## config.mk

```make
export PLATFORM = sky130hd
export DESIGN_NAME = multicycle_ctrl
export DESIGN_NICKNAME = d
export VERILOG_FILES = /design/src/rtl/multicycle_ctrl.sv
export SDC_FILE = /design/constraint.sdc
export NUM_CORES = 1
export LEC_CHECK = 0
export ABC_AREA = 1
export CAP_MARGIN = 20
export CELL_PAD_IN_SITES_DETAIL_PLACEMENT = 0
export CELL_PAD_IN_SITES_GLOBAL_PLACEMENT = 1
export CORE_ASPECT_RATIO = 1.25
export CORE_MARGIN = 4
export CORE_UTILIZATION = 24
export DETAILED_ROUTE_END_ITERATION = 10
export GPL_ROUTABILITY_DRIVEN = 0
export MAX_ROUTING_LAYER = met4
export PLACE_DENSITY_LB_ADDON = 0.1
export SLEW_MARGIN = 20
export SYNTH_ARGS = -nofsm -noshare
export SYNTH_HDL_FRONTEND = slang
export SYNTH_SLANG_ARGS = --single-unit
```

## constraint.sdc

```tcl
create_clock -name clk -period 1.2 [get_ports clk]
set_input_delay 0.12 -clock clk [delete_from_list [all_inputs] [get_ports clk]]
set_output_delay 0.12 -clock clk [all_outputs]
set_load 0.01 [all_outputs]
```

## src/rtl/multicycle_ctrl.sv

```systemverilog
// rtl/multicycle_ctrl.sv - multi-cycle CPU control FSM (Moore decode, memory-wait qualified)
module multicycle_ctrl #(
  parameter int WAIT_ON_MEM = 1
) (
  input  logic       clk,
  input  logic       reset,
  input  logic [5:0] opcode,
  input  logic       mem_ready,
  input  logic       zero,
  output logic       pc_write,
  output logic       pc_en,
  output logic       branch,
  output logic       i_or_d,
  output logic       mem_read,
  output logic       mem_write,
  output logic       ir_write,
  output logic       mem_to_reg,
  output logic       reg_dest,
  output logic       reg_write,
  output logic       alu_src_a,
  output logic       illegal_op,
  output logic       instr_done,
  output logic [1:0] alu_src_b,
  output logic [1:0] alu_op,
  output logic [1:0] pc_source,
  output logic [3:0] state
);

  typedef enum logic [3:0] {
    S_FETCH     = 4'd0,
    S_DECODE    = 4'd1,
    S_MEM_ADDR  = 4'd2,
    S_MEM_READ  = 4'd3,
    S_MEM_WB    = 4'd4,
    S_MEM_WRITE = 4'd5,
    S_EXEC_R    = 4'd6,
    S_R_WB      = 4'd7,
    S_EXEC_I    = 4'd8,
    S_I_WB      = 4'd9,
    S_BRANCH    = 4'd10
  } state_t;

  localparam logic [5:0] OP_RTYPE = 6'h00;
  localparam logic [5:0] OP_ADDI  = 6'h08;
  localparam logic [5:0] OP_LW    = 6'h23;
  localparam logic [5:0] OP_LH    = 6'h21;
  localparam logic [5:0] OP_LHU   = 6'h25;
  localparam logic [5:0] OP_SW    = 6'h2B;
  localparam logic [5:0] OP_BEQ   = 6'h04;

  state_t     cur;
  state_t     nxt;
  logic [5:0] op_q;
  logic       rdy;

  // With memory waiting disabled every access completes immediately
  assign rdy   = (WAIT_ON_MEM != 0) ? mem_ready : 1'b1;
  assign state = cur;
  assign pc_en = pc_write | (branch & zero);

  // State register; reset forces FETCH regardless of the clock
  always_ff @(posedge clk or negedge reset) begin
    if (!reset) cur <= S_FETCH;
    else        cur <= nxt;
  end

  // Opcode is captured once as DECODE exits so later opcode changes are ignored
  always_ff @(posedge clk or negedge reset) begin
    if (!reset)                 op_q <= 6'h00;
    else if (cur == S_DECODE)   op_q <= opcode;
  end

  // Next-state and Moore output decode; pc_write/ir_write are gated by reset so
  // the FETCH decode shows no PC or IR update while the block is held in reset
  always_comb begin
    nxt        = cur;
    pc_write   = 1'b0;
    branch     = 1'b0;
    i_or_d     = 1'b0;
    mem_read   = 1'b0;
    mem_write  = 1'b0;
    ir_write   = 1'b0;
    mem_to_reg = 1'b0;
    reg_dest   = 1'b0;
    reg_write  = 1'b0;
    alu_src_a  = 1'b0;
    illegal_op = 1'b0;
    instr_done = 1'b0;
    alu_src_b  = 2'b00;
    alu_op     = 2'b00;
    pc_source  = 2'b00;
    case (cur)
      S_FETCH: begin
        mem_read  = 1'b1;
        alu_src_b = 2'b01;
        pc_write  = rdy & reset;
        ir_write  = rdy & reset;
        if (rdy) nxt = S_DECODE;
      end
      S_DECODE: begin
        alu_src_b = 2'b11;
        case (opcode)
          OP_RTYPE:             nxt = S_EXEC_R;
          OP_ADDI:              nxt = S_EXEC_I;
          OP_LW, OP_LH, OP_LHU: nxt = S_MEM_ADDR;
          OP_SW:                nxt = S_MEM_ADDR;
          OP_BEQ:               nxt = S_BRANCH;
          default: begin
            nxt        = S_FETCH;
            illegal_op = 1'b1;
            instr_done = 1'b1;
          end
        endcase
      end
      S_MEM_ADDR: begin
        alu_src_a = 1'b1;
        alu_src_b = 2'b10;
        nxt       = (op_q == OP_SW) ? S_MEM_WRITE : S_MEM_READ;
      end
      S_MEM_READ: begin
        mem_read = 1'b1;
        i_or_d   = 1'b1;
        if (rdy) nxt = S_MEM_WB;
      end
      S_MEM_WB: begin
        reg_write  = 1'b1;
        mem_to_reg = 1'b1;
        instr_done = 1'b1;
        nxt        = S_FETCH;
      end
      S_MEM_WRITE: begin
        mem_write  = 1'b1;
        i_or_d     = 1'b1;
        instr_done = rdy;
        if (rdy) nxt = S_FETCH;
      end
      S_EXEC_R: begin
        alu_src_a = 1'b1;
        alu_op    = 2'b10;
        nxt       = S_R_WB;
      end
      S_R_WB: begin
        reg_write  = 1'b1;
        reg_dest   = 1'b1;
        instr_done = 1'b1;
        nxt        = S_FETCH;
      end
      S_EXEC_I: begin
        alu_src_a = 1'b1;
        alu_src_b = 2'b10;
        nxt       = S_I_WB;
      end
      S_I_WB: begin
        reg_write  = 1'b1;
        instr_done = 1'b1;
        nxt        = S_FETCH;
      end
      S_BRANCH: begin
        alu_src_a  = 1'b1;
        alu_op     = 2'b01;
        pc_source  = 2'b01;
        branch     = 1'b1;
        instr_done = 1'b1;
        nxt        = S_FETCH;
      end
      default: nxt = S_FETCH;
    endcase
  end

endmodule

```

Word-level counts from Yosys, hierarchy flattened
Index checks and enable logic that the tools add are counted.
- latch bits: 0
- output and inout port bits: 23
- input bits: 10
- bits in registers: 10
- logic and storage cells: 57
- memories kept: 0
- memory bits (read-only): 0
- bits in writable memories: 0
- add/subtract/negate cells: 0
- mux-type cells: 21
- shift operators: 0
- divide/modulo/power cells: 0
- multipliers: 0
- bitwise operators: 3
- equal/unequal tests: 20
- order comparisons: 0
- reduce and logical (&&, ||, !) cells: 11
- operator list (cell ; count):
    6-bit == test, second input constant ; 5
    4-bit case mux with 7 select lines ; 1
    4-bit by 3-bit == test with 1-bit output, second input constant ; 4
    4-bit case mux with 4 select lines ; 1
    4-bit == test, second input constant ; 3
    1-bit two-way mux ; 12
    4-bit two-way mux ; 3
    4-bit OR reduction ; 3
    4-bit by 2-bit == test with 1-bit output, second input constant ; 2
    7-bit OR reduction ; 1
    6-bit by 3-bit == test with 1-bit output, second input constant ; 1
    6-bit by 4-bit == test with 1-bit output, second input constant ; 1
    6-bit logical NOT ; 1
    2-bit != test, second input constant ; 3
    2-bit case mux with 3 select lines ; 1
    2-bit OR reduction ; 3
    4-bit by 1-bit == test with 1-bit output, second input constant ; 1
    4-bit logical NOT ; 1
    2-bit case mux with 2 select lines ; 1
    3-bit two-way mux ; 1
    1-bit case mux with 3 select lines ; 1
    3-bit AND reduction ; 1
    3-bit OR reduction ; 1
    1-bit AND ; 2
    1-bit OR ; 1

Longest topological paths before layout
- word-level depth: 4
- mapped depth: 8
- gate-level depth less buffers: 8

Worst setup path before layout
OpenSTA, ideal clock, no wires.
- path kind: reg-to-output
- start point: reg cur[1] (netlist: state[1])
- end point: out pc_write
- path slack: -0.088 ns
- data required time: 1.080 ns
- path buffers: 1
- stages on the path, launching flop included: 5
- arrival: 1.168 ns
- cell sequence: dfrtp_1 -> nor2_1 -> nand2_2 -> nor2_1 -> buf_4
- word-level cells in the longest chain between the ends: 2
- RTL lines (element ; RTL line ; RTL):
    start: declaration ; 51 ; state_t cur;
    start signal: assignment ; 64 ; else cur <= nxt;
    4-bit logical NOT ; n/a ;
    1-bit two-way mux ; n/a ;
    end: declaration ; 10 ; output logic pc_write,
No other way between the ends.

Worst setup path in the final report
- start point: reg cur[0] (netlist: state[0])
- end point: out alu_src_b[1]
- word-level cells in the longest chain between the ends: 3
- elaborated cells between the ends (all ways): 6
- classes of those cells: eq/ne (3); mux (1); reduce/logical (2)
- RTL lines (element ; RTL line ; RTL):
    4-bit == test or 4-bit by 2-bit == test with 1-bit output (tied branches) ; 92 ; case (cur)
    2-bit OR reduction (no line) ; n/a ;
    2-bit case mux with 3 select lines * ; 92 ;
    end: declaration ; 23 ; output logic [1:0] alu_src_b,
Mark *: on every way between the ends. The rest lies on a longest branch, timed or not.

==> impl_results.md <==
* Nature of the critical path startpoint: flop
* VDD IR-drop max at 0.00111 V
* Synthesis warning total at 0
* Max Slew Vio Count at 0
* Hold Slack at 187 ps
* Int Pwr at 2120 uW
* Clock power share at 6.8%
* Outcome: finished, violations left
* Sw Pwr at 1520 uW
* Vias/cell at 4.40
* Die area at 4060 sq um
* Post-Syn Instances at 122
* Largest buffer count on any clock path at 2
* Antenna Cells at 0
* Post-synth cell types at 18
* Clock Sinks at 10
* Pwr Density at 2160 nW/um^2
* Max Cap Viol at 0
* Starting Density at 25.2%
* Setup crit end kind: output port
* Synth Register Bits at 10
* Initial antenna violation count at 0
* Final WS setup at -382 ps
* Yosys top cell area share at 33.7%
* Largest net degree at the start of global routing at 11
* Post-DRT Antenna Nets at 0
* Worst-path clk slew at 70 ps
* Average size of a mapped cell at 6.09 sq um
* Synthesized Nets at 132
* Period utilisation layout at 132%
* Die H at 70.2 um
* # rows at 22
* Total GRT Usage at 14.1%
* R2R cell count at 9
* Congestion Overflow GR at 0
* IO Port Bufs at 31
* Sequential share of power at 17.3%
* Setup TNS at -6060 ps
* CTS tree: yes
* RR Endpoint: state[2]
* Top cells by area, synth: dfrtp_1 (34%), nand2_1 (18%), inv_1 (11%), nor2_1 (9.1%), nand3_1 (6.1%)
* Synth area leader: dfrtp_1
* CP max FO at 4
* Worst r2r src: state[0]
* Post-synthesis sequential area ratio at 33.7%
* Cell Area, Synth at 743 sq um
* Core area at 2950 sq um
* Switching portion of total power at 41.7%
* Area growth syn-to-layout at 126%
* Cts bufs inserted at 3
* Vias at 1035
* Width of the chip at 57.8 um
* Fmax at 632 MHz
* Final-report setup violation count at 29
* Gate power share at 75.9%
* Average wire per standard cell at 11.4 um
* Placed cells at 216
* Flop-to-flop setup slack at -200 ps
* Initial DRC Count at 7
* HP Class: in -> async
* Share of layout cells above drive strength 1 at 61.8%
* CTS Hold Bufs at 0
* Critical path class: reg -> out
* Violated checks: setup timing
* Final Skew at 6.89 ps
* Place WS at -557 ps
* Detailed Place HPWL at 1.90 mm
* Global-route wire length before repair at 4.40 mm
* Crit path arrival time at 1460 ps
* Top Ports at 33
* Period minus WS final at 1580 ps
* DRC at 0
* Final wirelength at 2.67 mm
* Vias in the first global route at 992
* Final std cells w/o fill at 235
* Worst path required time at 1080 ps
* Nets at 210
* Endpoints failing hold at 0
* Pleak at 0.000946 uW
* Tot Pwr at 3640 uW
* Fillers at 305
* RSZ-0062 raised after global routing: true
* H-tree depth at 1
* Root Driver: clkbuf_4
* Latest clock arrival within the worst-skew pair at 270 ps
* DRT Pass-1 Iters at 4
-- cell usage after synthesis --
cell     instances
a21oi_2          1
o21ai_1          3
inv_1           22
nor2_4           1
nand3_1          9
nand2_1         35
conb_1           1
buf_4            3
nand4_1          1
a22oi_1          1
nor3_1           1
inv_2            2
nand2_2          6
nor2_2           1
nor2_1          18
a21oi_1          1
dfrtp_1         10
o21ai_0          6
-- layout by cell type, fill, tap and decap left out, drive strengths merged, types with 2 or more instances in the layout --
master and instances:
nand3 9, nand2 41, o21ai 9, clkdlybuf4s15 2
clkbuf 5, dfrtp 10, clkdlybuf4s50 9, a21oi 2
inv 24, nor2 20, buf 64
-- power by group through the flow --
stage | combinational (uW) | sequential (uW) | clock, uW
floorplan | 842 | 600 | 0
global placement | 1790 | 599 | 0
detailed placement | 1820 | 596 | 0
CTS | 2300 | 617 | 262
global route | 3010 | 641 | 278
finish | 2760 | 628 | 247
-- layout make-up --
type	instances	area (sq um)	share of cell area, %
timing repair buffer	76	711	42.3
multi-input combinational	85	547	32.5
sequential	10	254	15.1
inverter	24	97.6	5.81
tap	36	45.0	2.68
clock buffer	4	26.3	1.56
-- layer usage --
metal / GRT usage [%] / up-vias / part of all wire (%)
met2: 26.5 / 26 / 57
met4: 4.64 / 0 / 1.3
met3: 2.40 / 5 / 6.3
met5: - / - / 0
met1: 14.4 / 486 / 36
li1: - / 518 / -
-- kinds of logic (layout without fill, tap and decap cells) --
family	after synthesis	in the layout	synth area share, %
other	1	1	0.505
buffers and inverters	27	104	15.2
and+or+nand+nor	72	72	41.8
DFF	10	10	33.7
AOI/OAI and AO/OA	12	12	8.92
-- sequential cells by signal (all words and copies together), names as in the netlist --
name / flops
op_q: 6
state: 4
-- stage by stage --
step,cell area (sq um),util (%)
2_1_floorplan,749,-
3_3_place_gp,1310,44.4
3_5_place_dp,1310,44.4
4_1_cts,1560,52.8
5_1_grt,1680,57.1
6_report,1680,57.1
-- worst max-delay path, cell delays in order (launching register included) --
cell	delay (ps)
dfrtp_2	460
buf_6	140
nand2_4	70
nor2_4	40
buf_4	120
buf_6	110
inv_4	40
nand3_2	80
buf_6	130
-- how the worst max path moves through the flow --
stage / from / to / slack, ps / cells after the start
2_1_floorplan: state[3] / instr_done / 7 / 7
3_3_place_gp: state[3] / instr_done / -560 / 8
3_5_place_dp: state[3] / instr_done / -560 / 8
4_1_cts: state[3] / instr_done / -370 / 8
5_1_grt: state[0] / alu_src_b[1] / -440 / 8
6_report: state[0] / alu_src_b[1] / -380 / 8
-- repair_timing --
item | in CTS | in global routing
endpoints found under the setup margin | 32 | 32
resized for setup | 149 | 31
buffers inserted | 14 | 8
pin swaps | 13 | 13
Note: power is estimated with default switching activity, not from simulation.
